File: src/rtl/mem_copy_pkg.sv
// mem_copy_pkg: shared state encoding, mode constants and default widths for the copy engine
package mem_copy_pkg;
  localparam int AW_DEF = 9;
  localparam int DW_DEF = 32;
  localparam int LW_DEF = 7;
  localparam logic MODE_COPY = 1'b0;
  localparam logic MODE_FILL = 1'b1;
  typedef enum logic [2:0] {IDLE, CHECK, RD, WR, FIN} state_t;
endpackage

File: src/rtl/mem_copy_if.sv
// mem_copy_if: request/status handshake plus data-memory port of the copy engine
interface mem_copy_if
  import mem_copy_pkg::*;
#(
  parameter int AW = AW_DEF,
  parameter int DW = DW_DEF,
  parameter int LW = LW_DEF
) ();
  logic          start;
  logic          mode;
  logic [AW-1:0] src_addr;
  logic [AW-1:0] dst_addr;
  logic [LW-1:0] len;
  logic [DW-1:0] fill_data;
  logic          abort;
  logic          busy;
  logic          done;
  logic          err;
  logic [LW-1:0] xfer_cnt;
  logic          mem_re;
  logic          mem_we;
  logic [AW-1:0] mem_addr;
  logic [DW-1:0] mem_wdata;
  logic [DW-1:0] mem_rdata;
  modport master (
    input  start, mode, src_addr, dst_addr, len, fill_data, abort, mem_rdata,
    output busy, done, err, xfer_cnt, mem_re, mem_we, mem_addr, mem_wdata
  );
  modport slave (
    output start, mode, src_addr, dst_addr, len, fill_data, abort, mem_rdata,
    input  busy, done, err, xfer_cnt, mem_re, mem_we, mem_addr, mem_wdata
  );
endinterface

File: src/rtl/copy_range_check.sv
// copy_range_check: overflow check, memmove direction choice and starting pointers for one request
module copy_range_check
  import mem_copy_pkg::*;
#(
  parameter int AW = AW_DEF,
  parameter int LW = LW_DEF
) (
  input  logic          mode,
  input  logic [AW-1:0] src,
  input  logic [AW-1:0] dst,
  input  logic [LW-1:0] len,
  output logic          zero,
  output logic          range_err,
  output logic          desc,
  output logic [AW-1:0] src_start,
  output logic [AW-1:0] dst_start
);
  logic [AW:0] src_end;
  logic [AW:0] dst_end;
  logic        src_over;
  logic        dst_over;
  assign src_end   = {1'b0, src} + (AW+1)'(len);
  assign dst_end   = {1'b0, dst} + (AW+1)'(len);
  // one-past-end may equal 2^AW exactly; anything beyond leaves the memory
  assign src_over  = src_end[AW] && |src_end[AW-1:0];
  assign dst_over  = dst_end[AW] && |dst_end[AW-1:0];
  assign zero      = len == '0;
  assign range_err = dst_over || (mode == MODE_COPY && src_over);
  assign desc      = mode == MODE_COPY && dst > src && {1'b0, dst} < src_end;
  assign src_start = desc ? AW'(src_end - 1'b1) : src;
  assign dst_start = desc ? AW'(dst_end - 1'b1) : dst;
endmodule

File: src/rtl/mem_copy_engine.sv
// mem_copy_engine: multi-cycle memmove/fill engine owning the data-memory port while busy
module mem_copy_engine
  import mem_copy_pkg::*;
#(
  parameter int AW = AW_DEF,
  parameter int DW = DW_DEF,
  parameter int LW = LW_DEF
) (
  input logic clk,
  input logic reset,
  mem_copy_if.master bus
);
  state_t        state;
  logic [AW-1:0] src_p, dst_p, src_nx, dst_nx, src_start, dst_start, addr;
  logic [LW-1:0] rem, cnt;
  logic [DW-1:0] fill_r;
  logic          mode_r, desc_r, abort_r, busy, done, err, re, we;
  logic          zero, range_err, desc, last;
  copy_range_check #(.AW(AW), .LW(LW)) u_chk (
    .mode(mode_r), .src(src_p), .dst(dst_p), .len(rem),
    .zero(zero), .range_err(range_err), .desc(desc),
    .src_start(src_start), .dst_start(dst_start)
  );
  assign src_nx = desc_r ? src_p - 1'b1 : src_p + 1'b1;
  assign dst_nx = desc_r ? dst_p - 1'b1 : dst_p + 1'b1;
  // an abort seen during RD is held so the word it was reading still lands
  assign last   = rem == LW'(1) || bus.abort || abort_r;
  always_ff @(posedge clk or negedge reset)
    if (!reset) begin
      state   <= IDLE;
      busy    <= 1'b0;
      done    <= 1'b0;
      err     <= 1'b0;
      re      <= 1'b0;
      we      <= 1'b0;
      addr    <= '0;
      cnt     <= '0;
      src_p   <= '0;
      dst_p   <= '0;
      rem     <= '0;
      fill_r  <= '0;
      mode_r  <= MODE_COPY;
      desc_r  <= 1'b0;
      abort_r <= 1'b0;
    end else
      case (state)
        IDLE: begin
          done <= 1'b0;
          err  <= 1'b0;
          if (bus.start) begin
            state   <= CHECK;
            busy    <= 1'b1;
            cnt     <= '0;
            src_p   <= bus.src_addr;
            dst_p   <= bus.dst_addr;
            rem     <= bus.len;
            mode_r  <= bus.mode;
            fill_r  <= bus.fill_data;
            abort_r <= 1'b0;
          end
        end
        CHECK:
          if (zero || range_err) begin
            state <= FIN;
            busy  <= 1'b0;
            done  <= 1'b1;
            err   <= range_err;
          end else begin
            src_p  <= src_start;
            dst_p  <= dst_start;
            desc_r <= desc;
            state  <= mode_r == MODE_COPY ? RD : WR;
            re     <= mode_r == MODE_COPY;
            we     <= mode_r == MODE_FILL;
            addr   <= mode_r == MODE_COPY ? src_start : dst_start;
          end
        RD: begin
          state   <= WR;
          re      <= 1'b0;
          we      <= 1'b1;
          addr    <= dst_p;
          abort_r <= bus.abort;
        end
        WR: begin
          src_p <= src_nx;
          dst_p <= dst_nx;
          rem   <= rem - 1'b1;
          cnt   <= cnt + 1'b1;
          if (last) begin
            state <= FIN;
            we    <= 1'b0;
            busy  <= 1'b0;
            done  <= 1'b1;
          end else if (mode_r == MODE_COPY) begin
            state <= RD;
            we    <= 1'b0;
            re    <= 1'b1;
            addr  <= src_nx;
          end else
            addr <= dst_nx;
        end
        FIN: begin
          state <= IDLE;
          done  <= 1'b0;
          err   <= 1'b0;
        end
        default: state <= IDLE;
      endcase
  assign bus.busy      = busy;
  assign bus.done      = done;
  assign bus.err       = err;
  assign bus.xfer_cnt  = cnt;
  assign bus.mem_re    = re;
  assign bus.mem_we    = we;
  assign bus.mem_addr  = addr;
  assign bus.mem_wdata = we ? (mode_r == MODE_FILL ? fill_r : bus.mem_rdata) : '0;
endmodule

File: src/flat_wrapper.sv
// flat-port wrapper written by rule: the top's interface ports become plain ports
module mem_copy_engine_flat import mem_copy_pkg::*;
#(
  parameter int AW = AW_DEF,
  parameter int DW = DW_DEF,
  parameter int LW = LW_DEF
)
  (clk, reset, bus_start, bus_mode, bus_src_addr, bus_dst_addr, bus_len, bus_fill_data, bus_abort, bus_mem_rdata, bus_busy, bus_done, bus_err, bus_xfer_cnt, bus_mem_re, bus_mem_we, bus_mem_addr, bus_mem_wdata);
  mem_copy_if #(.AW(AW), .DW(DW), .LW(LW)) bus_i ();
  input logic clk;
  input logic reset;
  input wire logic [$bits(bus_i.start)-1:0] bus_start;
  input wire logic [$bits(bus_i.mode)-1:0] bus_mode;
  input wire logic [$bits(bus_i.src_addr)-1:0] bus_src_addr;
  input wire logic [$bits(bus_i.dst_addr)-1:0] bus_dst_addr;
  input wire logic [$bits(bus_i.len)-1:0] bus_len;
  input wire logic [$bits(bus_i.fill_data)-1:0] bus_fill_data;
  input wire logic [$bits(bus_i.abort)-1:0] bus_abort;
  input wire logic [$bits(bus_i.mem_rdata)-1:0] bus_mem_rdata;
  output wire logic [$bits(bus_i.busy)-1:0] bus_busy;
  output wire logic [$bits(bus_i.done)-1:0] bus_done;
  output wire logic [$bits(bus_i.err)-1:0] bus_err;
  output wire logic [$bits(bus_i.xfer_cnt)-1:0] bus_xfer_cnt;
  output wire logic [$bits(bus_i.mem_re)-1:0] bus_mem_re;
  output wire logic [$bits(bus_i.mem_we)-1:0] bus_mem_we;
  output wire logic [$bits(bus_i.mem_addr)-1:0] bus_mem_addr;
  output wire logic [$bits(bus_i.mem_wdata)-1:0] bus_mem_wdata;
  assign bus_i.start = bus_start;
  assign bus_i.mode = bus_mode;
  assign bus_i.src_addr = bus_src_addr;
  assign bus_i.dst_addr = bus_dst_addr;
  assign bus_i.len = bus_len;
  assign bus_i.fill_data = bus_fill_data;
  assign bus_i.abort = bus_abort;
  assign bus_i.mem_rdata = bus_mem_rdata;
  assign bus_busy = bus_i.busy;
  assign bus_done = bus_i.done;
  assign bus_err = bus_i.err;
  assign bus_xfer_cnt = bus_i.xfer_cnt;
  assign bus_mem_re = bus_i.mem_re;
  assign bus_mem_we = bus_i.mem_we;
  assign bus_mem_addr = bus_i.mem_addr;
  assign bus_mem_wdata = bus_i.mem_wdata;
  mem_copy_engine #(.AW(AW), .DW(DW), .LW(LW)) u_core (.clk(clk), .reset(reset), .bus(bus_i));
endmodule
File: config.mk
export PLATFORM = sky130hd
export DESIGN_NAME = mem_copy_engine_flat
export DESIGN_NICKNAME = d
export VERILOG_FILES = /design/src/rtl/mem_copy_pkg.sv /design/src/rtl/mem_copy_if.sv /design/src/rtl/copy_range_check.sv /design/src/rtl/mem_copy_engine.sv /design/src/flat_wrapper.sv
export SDC_FILE = /design/constraint.sdc
export NUM_CORES = 1
export LEC_CHECK = 0
export BUFFER_PORTS_ARGS = -buffer_cell sky130_fd_sc_hd__buf_2
export CAP_MARGIN = 5
export CORE_MARGIN = 5
export CORE_UTILIZATION = 45
export CTS_BUF_LIST = sky130_fd_sc_hd__clkbuf_4 sky130_fd_sc_hd__clkbuf_8
export CTS_CLUSTER_DIAMETER = 30
export DETAILED_ROUTE_END_ITERATION = 6
export PLACE_DENSITY = 0.75
export SLEW_MARGIN = 25
export SYNTH_ARGS = -nofsm -noshare
export SYNTH_HDL_FRONTEND = slang
export SYNTH_SLANG_ARGS = --single-unit
File: constraint.sdc
create_clock -name clk -period 5.3 [get_ports clk]
set_input_delay 0.53 -clock clk [delete_from_list [all_inputs] [get_ports clk]]
set_output_delay 0.53 -clock clk [all_outputs]
set_load 0.01 [all_outputs]
==> flow_metrics.py, run 1 <==
metrics = {
    "timing": {
        "slew_headroom": 0.3305,
        "fin_setup_tns_ns": 0,
        "finClkSkew_ns": 0.01161,
        "setup_slack_ns": 1.027,
        "min_period_ns": 4.273,
        "max_freq_mhz": 234.0,
        "worstMarginPinSlew_ns": 1.004,
        "finalSetupViolCount": 0,
        "final-hold-violation-count": 0,
        "drv_slew": 0,
        "post-route-period-util": 0.8062,
        "rsz0062_at_grt": "no",
        "holdWs_ns": 0.3254,
    },
    "placed_design": {
        "pre_cts_slack_ns": 1.108,
        "dp_hpwl_mm": 15.61,
        "gp_congestion": 0.9912,
        "io_buffers": 146,
    },
    "power": {
        "power.switching_mw": 3.432,
        "internal_power_mw": 2.961,
        "leakagePower_nw": 3.771,
        "pwr_density_cell_nw_per_um2": 811.1,
        "p_total_mw": 6.392,
        "p_clk_frac": 0.070,
        "combPwrFrac": 0.711,
        "p_seq_frac": 0.219,
        "swShare": 0.5368,
        "ir_drop_uv": 414.4,
    },
    "critical_path": {
        "crit_arrival_ns": 4.60,
        "path_max_fanout": 15,
        "cp-start-kind": "flop",
        "crit_required_ns": 5.63,
        "setup.worst_path.class": "reg -> reg",
        "cp-end-kind": "flop",
    },
    "logic_synthesis": {
        "ys_warn_count": 0,
        "syn_area_per_cell_um2": 8.696,
        "ys.flop_type": "dfrtp_1",
        "ys_ff_latch": 84,
        "synthArstFlopShare": 1.000,
        "yosysSeqAreaShare": 0.3075,
        "syn_nets": 933,
        "ys_types": 81,
        "synth_edf_count": 0,
        "synth_area_um2": 6835,
        "synth_cells": 786,
    },
    "grt": {
        "grt_pass1_wl_mm": 33.49,
        "grt_antenna_before_repair": 0,
        "grt_use_total": 0.2331,
        "grt_max_degree": 71,
        "gr-total-overflow": 0,
        "grt_pass1_vias": 6385,
    },
    "floorplan": {
        "ios": 147,
        "die_h_um": 133.2,
        "die_w_um": 133.2,
        "die-area_um2": 17750,
        "row_count": 45,
        "design.core.area_um2": 15030,
        "initial_core_util": 0.4547,
    },
    "clocking": {
        "cts_buffers": 9,
        "clkTransAtPathRegs_ns": 0.09,
        "ctsLongestPathBuffers": 2,
        "htree_levels": 3,
        "cts_sinks": 84,
        "post-cts-setup-buffers": 0,
        "clock_latency_ns": 0.39,
        "cts_tree": "done",
        "cts-root-buf": "clkbuf_8",
    },
    "routing": {
        "drt-initial-drc-count": 598,
        "dr_total_vias": 6521,
        "wl_per_cell_um": 18.94,
        "totalWireLength_mm": 20.95,
        "via_per_inst": 5.896,
        "drc": 0,
        "first_pass_iters": 6,
        "ant_nets": 0,
    },
    "run_status": {
        "outcome": "complete, no violations",
    },
    "layout": {
        "final_layout_size_suffix_gt1_frac": 0.2277,
        "fillers": 1442,
        "area_growth_pct": 15.30,
        "fin_util": 0.5243,
        "diodes": 0,
        "fin_nets": 1060,
    },
    "flow_run": {
        "drv_cap": 0,
    },
    "min_path": {
        "worstHoldPathType": "in -> reg",
    },
}
-- kinds of logic (layout without fill, tap and decap cells) --
logic type | count (synthesis) | after routing | share of synthesized area
AOI/OAI and AO/OA | 197 | 197 | 0.2136
xor gates and xnor gates | 40 | 40 | 0.05235
adders and majority gates | 53 | 53 | 0.1014
buffers and inverters | 66 | 198 | 0.04137
DFF | 84 | 84 | 0.3075
muxes | 49 | 49 | 0.07340
and+or+nand+nor | 297 | 297 | 0.2103
-- Yosys cell counts (3+ instances only) --
| cell | instances | share of area |
|---|---|---|
| o311ai_0 | 4 | 0.0051 |
| o31ai_1 | 3 | 0.0033 |
| or3_1 | 3 | 0.0027 |
| o22ai_1 | 6 | 0.0055 |
| nand4_1 | 5 | 0.0046 |
| nand2b_1 | 6 | 0.0055 |
| o21a_1 | 7 | 0.0077 |
| a21o_1 | 7 | 0.0077 |
| mux2i_1 | 40 | 0.059 |
| buf_6 | 4 | 0.0066 |
| xor2_1 | 18 | 0.023 |
| a2111oi_0 | 3 | 0.0038 |
| a211oi_1 | 6 | 0.0066 |
| or2_1 | 3 | 0.0027 |
| ha_1 | 49 | 0.090 |
| o21ai_0 | 34 | 0.025 |
| xnor2_1 | 21 | 0.027 |
| and3_1 | 3 | 0.0027 |
| nand2_1 | 134 | 0.074 |
| nor2_1 | 50 | 0.027 |
| nand3_1 | 24 | 0.018 |
| nor4_1 | 3 | 0.0027 |
| o21bai_1 | 6 | 0.0066 |
| clkbuf_1 | 27 | 0.015 |
| a311oi_1 | 3 | 0.0038 |
| a211o_1 | 3 | 0.0038 |
| buf_1 | 4 | 0.0022 |
| nor3_1 | 13 | 0.0095 |
| a222oi_1 | 11 | 0.016 |
| mux2_2 | 8 | 0.013 |
| o21ai_1 | 3 | 0.0022 |
| a221oi_1 | 5 | 0.0064 |
| buf_2 | 4 | 0.0029 |
| a22o_1 | 3 | 0.0038 |
| fa_1 | 4 | 0.012 |
| a21oi_1 | 45 | 0.033 |
| a31oi_1 | 6 | 0.0055 |
| inv_1 | 24 | 0.013 |
| dfrtp_1 | 84 | 0.31 |
| o211ai_1 | 6 | 0.0066 |
| nor2b_1 | 34 | 0.031 |
| o2bb2ai_1 | 13 | 0.017 |
-- through the flow --
| stage | std cells | area (µm²) |
|---|---|---|
| floorplan | 786 | 6835 |
| global placement | 1089 | 7687 |
| detailed placement | 1089 | 7687 |
| CTS | 1106 | 7881 |
| global route | 1106 | 7881 |
| finish | 1106 | 7881 |
-- registers in the layout (all words and copies together), names as in the netlist --
name	cells
u_core.state	3
u_core.bus.done	1
u_core.rem	7
u_core.mode_r	1
u_core.bus.xfer_cnt	7
u_core.bus.err	1
u_core.bus.mem_we	1
u_core.fill_r	32
u_core.abort_r	1
u_core.bus.busy	1
u_core.bus.mem_re	1
u_core.desc_r	1
u_core.bus.mem_addr	9
u_core.dst_p	9
u_core.src_p	9
-- worst paths after layout --
path,cells after the start,from,to,slack [ns]
max reg2reg,15,u_core.src_p[0]$_DFFE_PN0P_,u_core.src_p[8]$_DFFE_PN0P_,1.03
min in group asynchronous,2,reset,u_core.fill_r[14]$_DFFE_PN0P_,0.53
min,3,bus_fill_data[11],u_core.fill_r[11]$_DFFE_PN0P_,0.33
min reg2reg,2,u_core.fill_r[9]$_DFFE_PN0P_,u_core.fill_r[9]$_DFFE_PN0P_,0.48
max in group asynchronous,3,reset,u_core.mode_r$_DFFE_PN0P_,3.54
max,15,u_core.src_p[0]$_DFFE_PN0P_,u_core.src_p[8]$_DFFE_PN0P_,1.03
-- power by group through the flow --
stage | registers, mW | logic (mW) | clock network [mW]
5_1_grt | 1.44 | 5.00 | 0.485
6_report | 1.40 | 4.54 | 0.450
4_1_cts | 1.39 | 4.49 | 0.458
2_1_floorplan | 1.20 | 3.50 | 0
3_5_place_dp | 1.40 | 4.46 | 0
3_3_place_gp | 1.40 | 4.39 | 0
-- layer usage --
layer	vias to the layer above	routed length (µm)	global-route usage
li1	3099	-	-
met2	288	9925	0.3739
met5	-	0	0
met3	56	1635	0.05098
met1	3078	8609	0.3071
met4	0	778	0.09314
-- timing repair --
item | CTS | global route
hold endpoints to repair | 14 | 0
setup endpoints to repair | 0 | 0
hold buffers | 1 | 0
gates resized for setup | 0 | 0
-- layout by cell type (no fill, tap or decap), types with 7 or more instances in the layout --
cell / n
buf_2: 145
nand2_1: 134
dfrtp_1: 83
nor2_1: 49
ha_1: 49
a21oi_1: 45
mux2i_1: 40
nor2b_1: 34
o21ai_0: 34
inv_1: 24
nand3_1: 24
xnor2_1: 21
xor2_1: 18
nor3_1: 13
o2bb2ai_1: 13
a222oi_1: 11
clkbuf_8: 10
buf_4: 9
mux2_2: 8
o21a_1: 7
a21o_1: 7
-- worst max-delay path, stage by stage, from the launching register on --
cell	delay [ns]
dfrtp_1	0.49
ha_1	0.26
inv_1	0.07
fa_1	0.39
nand2b_1	0.17
a21oi_1	0.31
nor3_1	0.10
or2_1	0.26
ha_1	0.31
nand2_1	0.05
nor4_1	0.22
a31oi_1	0.09
nor2_1	0.40
nor2_4	0.20
o221ai_2	0.67
a21o_1	0.21
-- layout make-up --
class                           count  area [µm²]  area share
Clock buffer                       10       137.6     0.01746
Clock inverter                      6       46.29    0.005874
Inverter                           27       101.3     0.01286
Tap cell                          188       235.2     0.02985
Multi-Input combinational cell    636        4454      0.5652
Sequential cell                    84        2103      0.2669
Timing Repair Buffer              155       803.3      0.1019
Power figures use the tool's default switching activity.
==> run 2: changes to the inputs <==
Settings changed: PLACE_DENSITY 0.75 to 0.78.
Clock period 5.3 ns to 3.5 ns, I/O delays scaled along.
==> flow_metrics.py, run 2 (synthesis gave the netlist of run 1 again) <==
metrics = {
    "run_status": {
        "outcome": "complete, but fails checks",
        "violations": "design-rule violations, negative hold slack",
    },
    "critical_path": {
        "crit_required_ns": 3.74,
        "cp-start-kind": "flop",
        "cp-end-kind": "flop",
        "setup.worst_path.class": "reg -> reg",
        "path_max_fanout": 4,
        "crit_arrival_ns": 3.72,
    },
    "placed_design": {
        "gp_congestion": 1.019,
        "dp_hpwl_mm": 16.77,
        "io_buffers": 146,
    },
    "grt": {
        "grt_pass1_vias": 6844,
        "grt_max_degree": 76,
        "grt_antenna_before_repair": 0,
        "grt_pass1_wl_mm": 35.54,
        "grt_use_total": 0.2478,
        "gr-total-overflow": 0,
    },
    "layout": {
        "top_register": "u_core.fill_r",
        "diodes": 0,
        "largest_register_ffs": 32,
        "area_growth_pct": 28.52,
        "layout_common_cells": "145 x buf_2, 134 x nand2_1, 83 x dfrtp_1",
        "final_layout_size_suffix_gt1_frac": 0.3121,
        "layout_commonest_cell": "buf_2",
        "fin_nets": 1129,
        "fin_util": 0.5844,
    },
    "routing": {
        "first_pass_iters": 7,
        "wl_per_cell_um": 19.90,
        "via_per_inst": 6.018,
        "totalWireLength_mm": 23.38,
        "drt-initial-drc-count": 812,
        "dr_total_vias": 7071,
        "drc": 15,
        "ant_nets": 0,
    },
    "floorplan": {
        "die_w_um": 133.2,
        "design.core.area_um2": 15030,
        "ios": 147,
        "row_count": 45,
        "die_h_um": 133.2,
        "die-area_um2": 17750,
        "initial_core_util": 0.4547,
    },
    "clocking": {
        "cts_buffers": 9,
        "cts-root-buf": "clkbuf_8",
        "clock_latency_ns": 0.38,
        "cts_sinks": 84,
        "htree_levels": 3,
        "cts_tree": "done",
        "ctsLongestPathBuffers": 2,
        "clkTransAtPathRegs_ns": 0.09,
        "hold_buffers": 0,
    },
    "timing": {
        "rsz0062_at_grt": "yes",
        "drv_slew": 0,
        "finalSetupViolCount": 0,
        "finClkSkew_ns": 0.01216,
        "slew_headroom": 0.3864,
        "min_period_ns": 3.475,
        "max_freq_mhz": 287.7,
        "final-hold-violation-count": 3,
        "worstMarginPinSlew_ns": 0.9178,
        "holdWs_ns": -0.008981,
        "post-route-period-util": 0.9929,
    },
    "flow_run": {
        "drv_cap": 0,
    },
    "min_path": {
        "worstHoldPathType": "in -> async",
    },
}
[run 2: cell types whose count changed in the layout (fill, tap and decap cells not counted), sizes merged]
| cell | previous run | this run |
|---|---|---|
| dlygate4sd3 | 1 | 0 |
| clkbuf | 10 | 14 |
| buf | 154 | 220 |
| nor2 | 52 | 53 |
| inv | 28 | 27 |
| clkinv | 3 | 2 |
| clkinvlp | 2 | 0 |
| bufinv | 0 | 3 |
[run 2: routing by layer]
layer | share of wire | global-route usage | up-vias | wire [µm]
li1 | - | - | 3232 | -
met1 | 0.39 | 0.3167 | 3284 | 9005
met2 | 0.46 | 0.3948 | 439 | 10670
met3 | 0.10 | 0.05816 | 116 | 2379
met4 | 0.057 | 0.1217 | 0 | 1325
met5 | 0 | 0 | - | 0
[run 2: worst paths after layout]
path | from | endpoint | slack [ns] | depth (start not counted)
max in group asynchronous | reset | u_core.bus.mem_addr[5]$_DFFE_PN0P_ | 2.85 | 2
setup / recovery | u_core.src_p[4]$_DFFE_PN0P_ | u_core.bus.mem_addr[4]$_DFFE_PN0P_ | 0.02 | 15
setup reg to reg | u_core.src_p[4]$_DFFE_PN0P_ | u_core.bus.mem_addr[4]$_DFFE_PN0P_ | 0.02 | 15
hold reg to reg | u_core.fill_r[8]$_DFFE_PN0P_ | u_core.fill_r[8]$_DFFE_PN0P_ | 0.48 | 2
hold / removal | reset | u_core.fill_r[14]$_DFFE_PN0P_ | -0.009 | 1
min in group clk | bus_fill_data[20] | u_core.fill_r[20]$_DFFE_PN0P_ | 0.16 | 3
[run 2: stage by stage]
step | setup slack (ns) | TNS (ns) | instance area (µm²) | cells
after floorplan | 0.01391 | 0 | 6860 | 786
after global placement | 0.01662 | 0 | 8095 | 1135
after detailed placement | -0.07459 | -0.8815 | 8095 | 1135
after CTS | -0.007188 | -0.007188 | 8408 | 1156
after global routing | -0.08811 | -0.8060 | 8785 | 1175
final | 0.02472 | 0 | 8785 | 1175
[run 2: area by class of cell]
class,instances,area [µm²]
Fill cell,1279,6248
Multi-Input combinational cell,637,4653
Timing Repair Buffer,223,1436
Clock buffer,11,145.1
Sequential cell,84,2103
Inverter,27,103.9
Tap cell,188,235.2
Clock inverter,5,107.6
[run 2: what timing repair did]
action,4_1_cts,5_1_grt
pin swaps,7,37
setup buffers,4,16
setup endpoints to repair,18,28
gates cloned,1,3
resized for setup,3,39
[run 2: critical path: stages (launching register included)]
cell       delay [ns]
dfrtp_1          0.43
ha_1             0.32
a21o_1           0.19
a21o_1           0.22
o2111a_1         0.27
nor3b_2          0.25
ha_1             0.26
o311a_1          0.12
nand3_2          0.11
o2111ai_4        0.13
buf_6            0.16
buf_6            0.11
nor2_4           0.22
mux2_4           0.33
a21oi_2          0.12
a21oi_1          0.08
Power of run 2 is not shown: default switching activity piles up to over one toggle a cycle in this logic, so the estimate is an artifact.
